### config.mk
export PLATFORM = sky130hd
export DESIGN_NAME = instruction_fetch_flat
export DESIGN_NICKNAME = d
export VERILOG_FILES = /design/src/rtl/instruction_fetch_if.sv /design/src/rtl/instruction_fetch.sv /design/src/flat_wrapper.sv
export SDC_FILE = /design/constraint.sdc
export NUM_CORES = 1
export LEC_CHECK = 0
export ABC_AREA = 1
export CAP_MARGIN = 25
export CORE_ASPECT_RATIO = 2
export CORE_UTILIZATION = 31
export DETAILED_ROUTE_END_ITERATION = 8
export PLACE_DENSITY = 0.66
export SLEW_MARGIN = 20
export SYNTH_ARGS = -nofsm -noshare
export SYNTH_HDL_FRONTEND = slang
export SYNTH_SLANG_ARGS = --single-unit
### constraint.sdc
create_clock -name clock -period 4 [get_ports clock]
set_input_delay 0.6 -clock clock [delete_from_list [all_inputs] [get_ports clock]]
set_output_delay 0.6 -clock clock [all_outputs]
set_load 0.1 [all_outputs]
### src/rtl/instruction_fetch_if.sv
// Instruction fetch bus bundle: the memory read port (Address/Data/strobes)
// and the decode-side valid/ready handshake (instr/instrPC/instrValid/instrReady).
interface instruction_fetch_if;
    logic [31:0] Address;
    logic [31:0] Data;
    logic        CS;
    logic        OE;
    logic        WE;
    logic [31:0] instr;
    logic [31:0] instrPC;
    logic        instrValid;
    logic        instrReady;

    // Fetch unit side: drives memory address/strobes and the decode entry
    modport master (
        output Address, CS, OE, WE, instr, instrPC, instrValid,
        input  Data, instrReady
    );

    // Memory/decode side
    modport slave (
        input  Address, CS, OE, WE, instr, instrPC, instrValid,
        output Data, instrReady
    );
endinterface

### src/rtl/instruction_fetch.sv
// Instruction fetch unit. Walks the PC through instruction memory once the
// loader raises start, reads each word with a fixed strobe-hold latency and
// queues {word, pc} for decode. A taken branch empties the queue, abandons
// any in-flight read and restarts fetch at the target.
// Configuration macro: IF_PREFETCH_EN (defined: 2-entry queue so the next read
// overlaps the held entry; undefined: 1-entry queue).
module instruction_fetch #(
    parameter logic [31:0] RESET_PC    = 32'h0000_0000,
    parameter int unsigned MEM_LATENCY = 2
) (
    input  logic                       clock,
    input  logic                       reset_n,
    input  logic                       start,
    input  logic                       branchTaken,
    input  logic [31:0]                branchTarget,
    instruction_fetch_if.master        bus
);
`ifdef IF_PREFETCH_EN
    localparam int DEPTH = 2;
`else
    localparam int DEPTH = 1;
`endif
    localparam logic [3:0]  LAT_LOAD = 4'(MEM_LATENCY - 1);
    localparam logic [1:0]  DEPTH_C  = 2'(DEPTH);
    localparam logic [31:0] START_PC = {RESET_PC[31:2], 2'b00};

    typedef enum logic [1:0] {IDLE, FETCH, STALL} state_t;

    state_t      state, state_nxt;
    logic [31:0] pc, pc_nxt;
    logic [31:0] addr;
    logic        cs, oe;
    logic [3:0]  lat_cnt;
    logic [1:0]  count, count_nxt;
    logic [1:0]  wr_idx;
    logic [31:0] fifo_word     [DEPTH];
    logic [31:0] fifo_pc       [DEPTH];
    logic [31:0] fifo_word_nxt [DEPTH];
    logic [31:0] fifo_pc_nxt   [DEPTH];
    logic        push, pop, flush, reload;

    assign pop    = (count != 2'd0) && bus.instrReady;
    assign flush  = branchTaken && (state != IDLE);
    assign wr_idx = count - {1'b0, pop};

    assign bus.Address    = addr;
    assign bus.CS         = cs;
    assign bus.OE         = oe;
    assign bus.WE         = 1'b1;
    assign bus.instr      = fifo_word[0];
    assign bus.instrPC    = fifo_pc[0];
    assign bus.instrValid = (count != 2'd0);

    // FSM state register
    always_ff @(posedge clock) begin
        if (!reset_n) state <= IDLE;
        else          state <= state_nxt;
    end

    // Next state, PC update, capture and counter-reload decisions
    always_comb begin
        state_nxt = state;
        pc_nxt    = pc;
        push      = 1'b0;
        reload    = 1'b0;
        if (flush) begin
            // Redirect wins over any capture landing on this same edge
            state_nxt = FETCH;
            pc_nxt    = {branchTarget[31:2], 2'b00};
            reload    = 1'b1;
        end else begin
            case (state)
                IDLE: begin
                    if (start) begin
                        state_nxt = FETCH;
                        pc_nxt    = START_PC;
                        reload    = 1'b1;
                    end
                end
                FETCH: begin
                    if (lat_cnt == 4'd0) begin
                        push   = 1'b1;
                        pc_nxt = pc + 32'd4;
                        // Issue again only if the queue still has room after this edge
                        if ((count + 2'd1 - {1'b0, pop}) < DEPTH_C) reload = 1'b1;
                        else                                        state_nxt = STALL;
                    end
                end
                STALL: begin
                    if ((count - {1'b0, pop}) < DEPTH_C) begin
                        state_nxt = FETCH;
                        reload    = 1'b1;
                    end
                end
                default: state_nxt = IDLE;
            endcase
        end
    end

    // PC, registered memory address/strobes and read-latency counter
    always_ff @(posedge clock) begin
        if (!reset_n) begin
            pc      <= START_PC;
            addr    <= 32'd0;
            cs      <= 1'b1;
            oe      <= 1'b1;
            lat_cnt <= 4'd0;
        end else begin
            pc <= pc_nxt;
            cs <= (state_nxt != FETCH);
            oe <= (state_nxt != FETCH);
            if (reload) begin
                addr    <= pc_nxt;
                lat_cnt <= LAT_LOAD;
            end else if (state == FETCH && lat_cnt != 4'd0) begin
                lat_cnt <= lat_cnt - 4'd1;
            end
        end
    end

    // Queue next-state: pop shifts toward the head, push lands behind what remains
    always_comb begin
        fifo_word_nxt = fifo_word;
        fifo_pc_nxt   = fifo_pc;
        count_nxt     = count;
        if (flush) begin
            count_nxt = 2'd0;
        end else begin
            if (pop) begin
                for (int i = 0; i < DEPTH - 1; i++) begin
                    fifo_word_nxt[i] = fifo_word[i + 1];
                    fifo_pc_nxt[i]   = fifo_pc[i + 1];
                end
            end
            for (int i = 0; i < DEPTH; i++) begin
                if (push && i == int'(wr_idx)) begin
                    fifo_word_nxt[i] = bus.Data;
                    fifo_pc_nxt[i]   = pc;
                end
            end
            count_nxt = count + {1'b0, push} - {1'b0, pop};
        end
    end

    // Queue storage and occupancy
    always_ff @(posedge clock) begin
        if (!reset_n) begin
            count <= 2'd0;
            for (int i = 0; i < DEPTH; i++) begin
                fifo_word[i] <= 32'd0;
                fifo_pc[i]   <= 32'd0;
            end
        end else begin
            count     <= count_nxt;
            fifo_word <= fifo_word_nxt;
            fifo_pc   <= fifo_pc_nxt;
        end
    end
endmodule

### src/flat_wrapper.sv
// flat-port wrapper written by rule: the top's interface ports become plain ports
module instruction_fetch_flat 
#(
    parameter logic [31:0] RESET_PC    = 32'h0000_0000,
    parameter int unsigned MEM_LATENCY = 2
)
  (clock, reset_n, start, branchTaken, branchTarget, bus_Address, bus_CS, bus_OE, bus_WE, bus_instr, bus_instrPC, bus_instrValid, bus_Data, bus_instrReady);
  instruction_fetch_if bus_i ();
  input  logic clock;
  input  logic reset_n;
  input  logic start;
  input  logic branchTaken;
  input  logic [31:0] branchTarget;
  output wire logic [$bits(bus_i.Address)-1:0] bus_Address;
  output wire logic [$bits(bus_i.CS)-1:0] bus_CS;
  output wire logic [$bits(bus_i.OE)-1:0] bus_OE;
  output wire logic [$bits(bus_i.WE)-1:0] bus_WE;
  output wire logic [$bits(bus_i.instr)-1:0] bus_instr;
  output wire logic [$bits(bus_i.instrPC)-1:0] bus_instrPC;
  output wire logic [$bits(bus_i.instrValid)-1:0] bus_instrValid;
  input wire logic [$bits(bus_i.Data)-1:0] bus_Data;
  input wire logic [$bits(bus_i.instrReady)-1:0] bus_instrReady;
  assign bus_Address = bus_i.Address;
  assign bus_CS = bus_i.CS;
  assign bus_OE = bus_i.OE;
  assign bus_WE = bus_i.WE;
  assign bus_instr = bus_i.instr;
  assign bus_instrPC = bus_i.instrPC;
  assign bus_instrValid = bus_i.instrValid;
  assign bus_i.Data = bus_Data;
  assign bus_i.instrReady = bus_instrReady;
  instruction_fetch #(.RESET_PC(RESET_PC), .MEM_LATENCY(MEM_LATENCY)) u_core (.clock(clock), .reset_n(reset_n), .start(start), .branchTaken(branchTaken), .branchTarget(branchTarget), .bus(bus_i));
endmodule
[Word level (Yosys, flattened, before mapping)]
Index checks and enable logic that the tools add are counted.
Storage, ports and cells
  bits in registers: 137
  output and inout port bits: 100
Cells by class
  $lt $le $gt $ge: 2
  reduce and logical (&&, ||, !) cells: 14
  add/sub/neg operators: 7
  multiplexer cells: 21
  bitwise operators: 2
  eq/ne operators: 3
Operator list (number)
  $mux W32: 3
  $pmux W32 S2: 1
  $add A32 B3 Y32 const B: 1
  $mux W1: 10
  $mux W2: 5
  $pmux W2 S3: 1
  $reduce_bool A2 Y1: 3
  $sub A2 B1 Y2: 3
  $logic_and A1 B1 Y1: 4
  $logic_not A2 Y1: 2
  $logic_not A4 Y1: 1
  $lt A2 B1 Y1 const B: 2
  $reduce_bool A4 Y1: 1
  $reduce_or A2 Y1: 2
  $sub A4 B1 Y4 const B: 1
  $pmux W1 S3: 1
  $add A2 B1 Y2: 1
  $add A2 B1 Y2 const B: 1
  $eq A2 B1 Y1 const B: 1
  $eq A2 B2 Y1 const B: 1
  $ne A2 B1 Y1 const B: 1
  $not A1 Y1: 2
  $reduce_and A2 Y1: 1

[Longest topological paths before layout]
  depth in word-level cells: 9
  mapped depth: 15
  gate-level depth less buffers: 14

[Least setup slack after synthesis]
Ideal clock, no wire load.
  path type: register to register
  start: register u_core.count[1]
  end: register u_core.addr[10], in the netlist u_core.bus.Address[10]
  clock period less this slack: 2510 ps
  stages on the path, launching flop included: 15
  data arrival time: 2449 ps
  setup slack: 1490 ps
  cells stage by stage: dfxtp_1 > inv_1 > nand2_1 > nand2_1 > inv_1 > ha_1 > xor2_2 > nor2_1 > nand2_2 > nand3_2 > nor2_2 > buf_6 > buf_6 > nand2_1 > nand2_1
Between the ends
  longest elaborated chain between the ends: 8
Ends and longest elaborated chain
  start, declared: RTL line instruction_fetch.sv:34  | logic [1:0] count, count_nxt;
  start signal, assigned: RTL line instruction_fetch.sv:154  | count <= count_nxt;
  $reduce_bool A2 Y1 *
  net bus_instrValid: RTL line flat_wrapper.sv:20  | output wire logic [$bits(bus_i.instrValid)-1:0] bus_instrValid;
  $logic_and A1 B1 Y1 *: RTL line instruction_fetch.sv:42  | assign pop = (count != 2'd0) && bus.instrReady;
  $sub A2 B1 Y2: RTL line instruction_fetch.sv:85  | if ((count + 2'd1 - {1'b0, pop}) < DEPTH_C) reload = 1'b1;
  $lt A2 B1 Y1: RTL line instruction_fetch.sv:85
  $mux W1: RTL line instruction_fetch.sv:85
  $mux W1: RTL line instruction_fetch.sv:81  | if (lat_cnt == 4'd0) begin
  $pmux W1 S3 *: RTL line instruction_fetch.sv:72  | case (state)
  $mux W1 *: RTL line instruction_fetch.sv:66  | if (flush) begin
  end signal, assigned: RTL line instruction_fetch.sv:113  | addr <= pc_nxt;
  end, declared: RTL line instruction_fetch.sv:31  | logic [31:0] addr;
The timed path passes the listed nets; every way through them passes the cells marked *.
A chain may end at the register's enable or synchronous reset.

[Worst setup path after layout]
  start: register u_core.count[1]
  end: output port bus_instrValid
Between the ends
  longest elaborated chain between the ends: 1
Ends and longest elaborated chain
  $reduce_bool A2 Y1: RTL line instruction_fetch.sv:52  | assign bus.instrValid = (count != 2'd0);
  end, declared: RTL line flat_wrapper.sv:20
Every way passes these cells.

==> summary.md <==
| Metric | Value |
|---|---|
| DRT Wirelength | 18.1 mm |
| Ys flop type | dfxtp_1 |
| Die Ht | 201 um |
| Fin nets | 1069 |
| CTS root buf | clkbuf_16 |
| Pre-CTS setup slack | 0.888 ns |
| Slew of the pin with the lowest slew margin | 1.08 ns |
| Worst-skew pair later-pin latency | 0.42 ns |
| Avg WL per Cell | 14.3 um |
| Syn-to-layout area delta | 39.2% |
| Vias after detailed routing | 5903 |
| Synth unique cells | 43 |
| Status | finished clean |
| Rows | 72 |
| Clk sink count | 137 |
| CTS Buf Count | 17 |
| Crit path max fanout | 3 |
| Worst reg2reg path depth | 12 |
| Setup ws final | 1.27 ns |
| Fin. max-slew vios | 0 |
| DR iter-0 viols | 262 |
| Global-route wire length before repair | 28.1 mm |
| CP startpoint kind | flip-flop |
| Leakage | 3.35 nW |
| Syn_area_per_cell | 7.29 sq um |
| Synth async-reset ratio | 0% |
| Hold slack | 0.456 ns |
| Antenna Violating Nets Remaining | 0 |
| Worst min path class | flip-flop to flip-flop |
| Post-synth top cells | nand2_1 (170), dfxtp_1 (137), nor2_1 (137), o21ai_0 (88), inv_1 (56) |
| CTS tree | built |
| Final setup fails | 0 |
| Synth area leader | dfxtp_1 |
| Ys Warns | 0 |
| Peak supply drop | 385 uV |
| Initial antenna violation count | 0 |
| PostCTS Resize Cnt | 0 |
| Total negative slack | 0 ns |
| Yosys top cell area share | 44.8% |
| Period minus WS final | 2.73 ns |
| HP Start | u_core.bus.Address[31] |
| Critical path class | flip-flop to output pin |
| PortBufs | 165 |
| Clock transition at path regs | 0.06 ns |
| Total gr overflow | 0 |
| DRT Pass-1 Iters | 5 |
| MaxCap Viol Count | 0 |
| Drt drc | 0 |
| Power Dens Cells | 929 nW/um^2 |
| Yosys reg bits | 137 |
| Most frequent cell after synthesis | nand2_1 |
| Worst Path Arrival | 2.13 ns |
| Hold Crit Depth | 2 |
| Largest net degree at the start of global routing | 72 |
| H-tree lvl count | 4 |
| Post-DR vias/cell | 4.67 |
| Final hold vios | 0 |
| DP Wirelength | 13.2 mm |
| Synthesized Nets | 916 |
| Worst R2R Setup Slack | 1.45 ns |
| Core footprint | 19400 sq um |
| I/O pin count | 169 |
| Die area | 20400 sq um |
| Tcrit/Tclk final | 68.4% |
| Clock skew | 0.0155 ns |
| Number of enable flip-flop cells after synthesis | 0 |
| Final estimated routing congestion in global placement | 0.874 |
| Clock tree buffer depth | 2 |
| Share of layout cells above drive strength 1 | 9.95% |
| Initial Util | 31.6% |
| Mapped Area | 6130 sq um |
| Cells taking the most area after synthesis | dfxtp_1 (45%), nand2_1 (10%), nor2_1 (8.4%) |
| R2r startpoint | u_core.count[1] |
| Crit end category | output pin |
| Sequential area share after synthesis | 44.8% |
| Antenna diodes | 0 |
| Global Route Usage Sum | 18.1% |
| Achievable clock frequency | 366 MHz |
| Slew headroom | 27.8% |
| Die width | 101 um |
| Cts hold-fix bufs | 0 |
| Hold Crit Endpoint | u_core.bus.Address[31] |
| Worst path required time | 3.40 ns |
| RSZ-0062 raised after global routing | false |
| Vias in the first global route | 5589 |
| Worst r2r dst | u_core.bus.instrPC[30] |
| Setup Fix Bufs, Post-CTS | 0 |
| Synth Instances | 841 |
==> cell families after synthesis <==
group	count (synthesis)	synth area share (%)
other cells	1	0.0612
simple gates	414	30.1
fa+ha+maj	6	1.22
xor+xnor	4	0.694
compound gates	173	15.5
buf+inv	106	7.70
flops	137	44.8
==> stage by stage <==
stage | cells | total power [mW] | utilization, % | instance area (sq um)
4_1_cts | 1264 | 8.00 | 44.1 | 8530
5_1_grt | 1264 | 8.33 | 44.1 | 8530
6_report | 1264 | 7.93 | 44.1 | 8530
3_5_place_dp | 1234 | 6.38 | 41.0 | 7950
2_1_floorplan | 841 | 5.39 | - | 6130
3_3_place_gp | 1234 | 6.35 | 41.0 | 7950
==> power by group <==
group	internal (mW)	total [mW]	switching (mW)	leakage, nW
Sequential	1.76	2.03	0.273	1.12
Clock	1.00	1.58	0.575	0.286
Combinational	1.00	4.32	3.31	1.94
Total	3.76	7.93	4.16	3.35
==> final cells by class <==
cell class              count  area [sq um]
well taps                 259           324
inverters                  66           251
flip-flops and latches    137          2740
clock buffers              22           464
multi-input cells         598          2910
fillers                  1978         10800
clock inverters             8           121
repair buffers            174          1710
==> critical path, cell delays in order, from the launching register on <==
cell and delay [ns]:
dfxtp_1 0.41, inv_1 0.06, nand2_1 0.10, clkdlybuf4s50_1 1.14
==> worst max-delay path by stage <==
| stage | start | endpoint | slack, ns | depth (start not counted) |
|---|---|---|---|---|
| 6_report | u_core.count[1] | bus_instrValid | 1.27 | 3 |
| 5_1_grt | bus_instrReady | u_core.bus.instrPC[30] | 1.05 | 11 |
| 4_1_cts | u_core.count[1] | bus_instrValid | 1.23 | 3 |
| 3_5_place_dp | bus_instrReady | u_core.bus.instrPC[30] | 0.89 | 11 |
| 3_3_place_gp | bus_instrReady | u_core.bus.instrPC[30] | 0.95 | 11 |
| 2_1_floorplan | u_core.count[1] | u_core.bus.Address[10] | 1.49 | 14 |
==> layout by cell type, fill, tap and decap left out, types with 2 or more instances in the layout <==
cell,instances
o21ai_2,10
clkbuf_1,3
nand2_1,170
nor3_1,4
nor2_8,2
a21oi_1,51
nand2_4,3
nand3_2,3
clkbuf_8,2
xnor2_1,2
nor2_1,137
nand2_2,5
nand3_1,53
o21ai_1,4
nand4_1,8
bufinv_16,3
o211ai_1,3
nor2_2,10
a31oi_1,6
buf_4,9
o21a_1,2
clkdlybuf4s50_1,164
a22oi_1,2
o22ai_1,2
clkbuf_16,17
nor2_4,4
inv_1,56
inv_2,8
or2_2,13
clkinv_2,4
dfxtp_1,137
o21ai_0,88
ha_1,6
==> routing by layer <==
metal  vias to the layer above  track usage [%]  wire length, um
met5                         -                0                0
met2                       175             32.4             9180
li1                       3029                -                -
met3                        43             3.24              750
met4                         0             11.3              815
met1                      2656             19.0             7380
==> state kept, by name, indices dropped and copies added (netlist names) <==
register and count:
u_core.bus.Address 32, u_core.bus.instrPC 32, u_core.bus.instr 32, u_core.pc 32
u_core.lat_cnt 4, u_core.count 2, u_core.state 2, u_core.bus.CS 1
Power figures use the tool's default switching activity.
==> variant: new RTL, same settings <==
Encoding of `state_t`: now one-hot (3 bits for 3 states).
--- a/src/rtl/instruction_fetch.sv
+++ b/src/rtl/instruction_fetch.sv
@@ -25,5 +25,5 @@
     localparam logic [31:0] START_PC = {RESET_PC[31:2], 2'b00};
 
-    typedef enum logic [1:0] {IDLE, FETCH, STALL} state_t;
+    typedef enum logic [2:0] {IDLE = 3'b001, FETCH = 3'b010, STALL = 3'b100} state_t;
 
     state_t      state, state_nxt;
Formal check against the unedited RTL: same outputs for any inputs over 4 cycles, from zero or initial values and one cycle with reset_n low; so few cycles prove little.
==> variant against the unedited design <==
The flow now finishes with violations (design-rule violations); sequential cell count is 1 higher; worst setup slack improved by 0.093 ns; core utilization fell by 0.57 points; worst hold slack got worse by 0.0022 ns; synthesized area grew 4.3%; routed wire length grew 11%; final area grew 3.3%; final cell count rose by 5.7%; maximum frequency is 3.5% higher; sequential share of layout area shrank 0.81 points.
Power is not compared: it rests on default switching activity, and its combinational part moved more than twofold at a synthesized area within 25%.
==> variant: results <==
group,metric,value,unit
worst_hold_path,min_path_type,"reg2reg",
route,vias,6436,
timing,fin_skew,0.01565,ns
yosys,ys_warn_count,0,
yosys,synthDistinctLibCells,36,
final_layout,layout.cells.non_filler,1336,
cts,clk_path_buf_depth,2,
global_routing,grt_max_degree,67,
global_routing,grt_pass1_vias,6309,
timing,maxSlewViolCount,0,
yosys,syn_nets,988,
outcome,violations,"design-rule violations",
route,route.detailed.drc,1,
final_layout,design_area,8816,µm²
final_layout,fin_nets,1133,
final_layout,drive_gt1_frac,0.07477,
cts,cts_buffers,17,
place,postPlaceCellArea,8170,µm²
final_layout,num-fill-cells,2088,
yosys,synthesis.instances,913,
yosys,synth_xor_area_frac,0.008219,
place,pre_cts_ws,1.120,ns
global_routing,grt.total_usage,0.1921,
yosys,synth_seq_area_share,0.4321,
yosys,synth_compound_area_frac,0.1188,
route,first_iter_violations,465,
yosys,synthAdderAreaFrac,0.01174,
route,wire_per_inst,15.09,µm
setup_path,crit_path_max_fanout,3,
setup_path,arrival,2.04,ns
cts,root_buffer,"clkbuf_16",
cts,htreeDepth,4,
outcome,status,"finished, violations left",
timing,tightest_slew,1.041,ns
yosys,synth_top_cells_by_count,"nand2_1, dfxtp_1, nand3_1",
global_routing,grt_pass1_wl,32130,µm
route,firstDrtPassIters,7,
place,gp_congestion,0.9188,
yosys,synth.area.top_cells,"dfxtp_1, nand2_1, nand3_1",
place,dpl.hpwl,14680,µm
pwr,leakage,3.367,nW
[variant: cell count changes after synthesis, sizes merged, moves of 2 or more]
cell    before  now
o211ai       3    5
and2         0    4
a21oi       51   94
nand3       56  127
a22oi        2    0
o22a         0    2
o21bai       0    6
o21ai      102   31
a31oi        6    1
buf         24   32
nor2       153   90
nand2      178  260
[variant: area by class of cell]
type,count,area share
Clock inverter,10,0.01873
Multi-Input combinational cell,662,0.3527
Sequential cell,138,0.3134
Clock buffer,21,0.05450
Inverter,65,0.02796
Tap cell,266,0.03775
Timing Repair Buffer,174,0.1950
[variant: cells by family after synthesis]
family | count (synthesis)
and+or+nand+nor | 506
DFF | 138
buffers and inverters | 113
adders and majority gates | 6
xor gates and xnor gates | 6
other | 1
AOI/OAI and AO/OA | 143
[variant: power by group]
| group | internal, W | switching, W | total, W |
|---|---|---|---|
| clock network | 0.00111 | 0.000616 | 0.00172 |
| registers | 0.00155 | 0.000176 | 0.00172 |
| logic | 0.000483 | 0.00148 | 0.00196 |
[variant: per-layer routing]
layer  track usage  share of wire  vias up
met5             0              0        -
met4        0.1118          0.038        0
met3       0.02895          0.035       40
met2        0.3605           0.54      182
met1        0.2010           0.39     2954
li1              -              -     3260
[variant: path summary, 6_finish.rpt]
kind	start	endpoint	slack [ns]	cells after the start
max reg2reg	u_core.state[2]	u_core.bus.Address[6]	1.53	7
min	u_core.bus.Address[17]	u_core.bus.Address[17]	0.45	2
max	u_core.count[1]	bus_instrValid	1.36	3
min reg2reg	u_core.bus.Address[17]	u_core.bus.Address[17]	0.45	2
[variant: worst reg2reg max path, stage by stage, from the launching register on]
cell and delay, ns:
dfxtp_1 0.32, inv_1 0.12, nand3_2 0.30, inv_1 0.82, nand2_1 0.14, o21ai_0 0.33, o21ai_0 0.21, a21oi_1 0.16
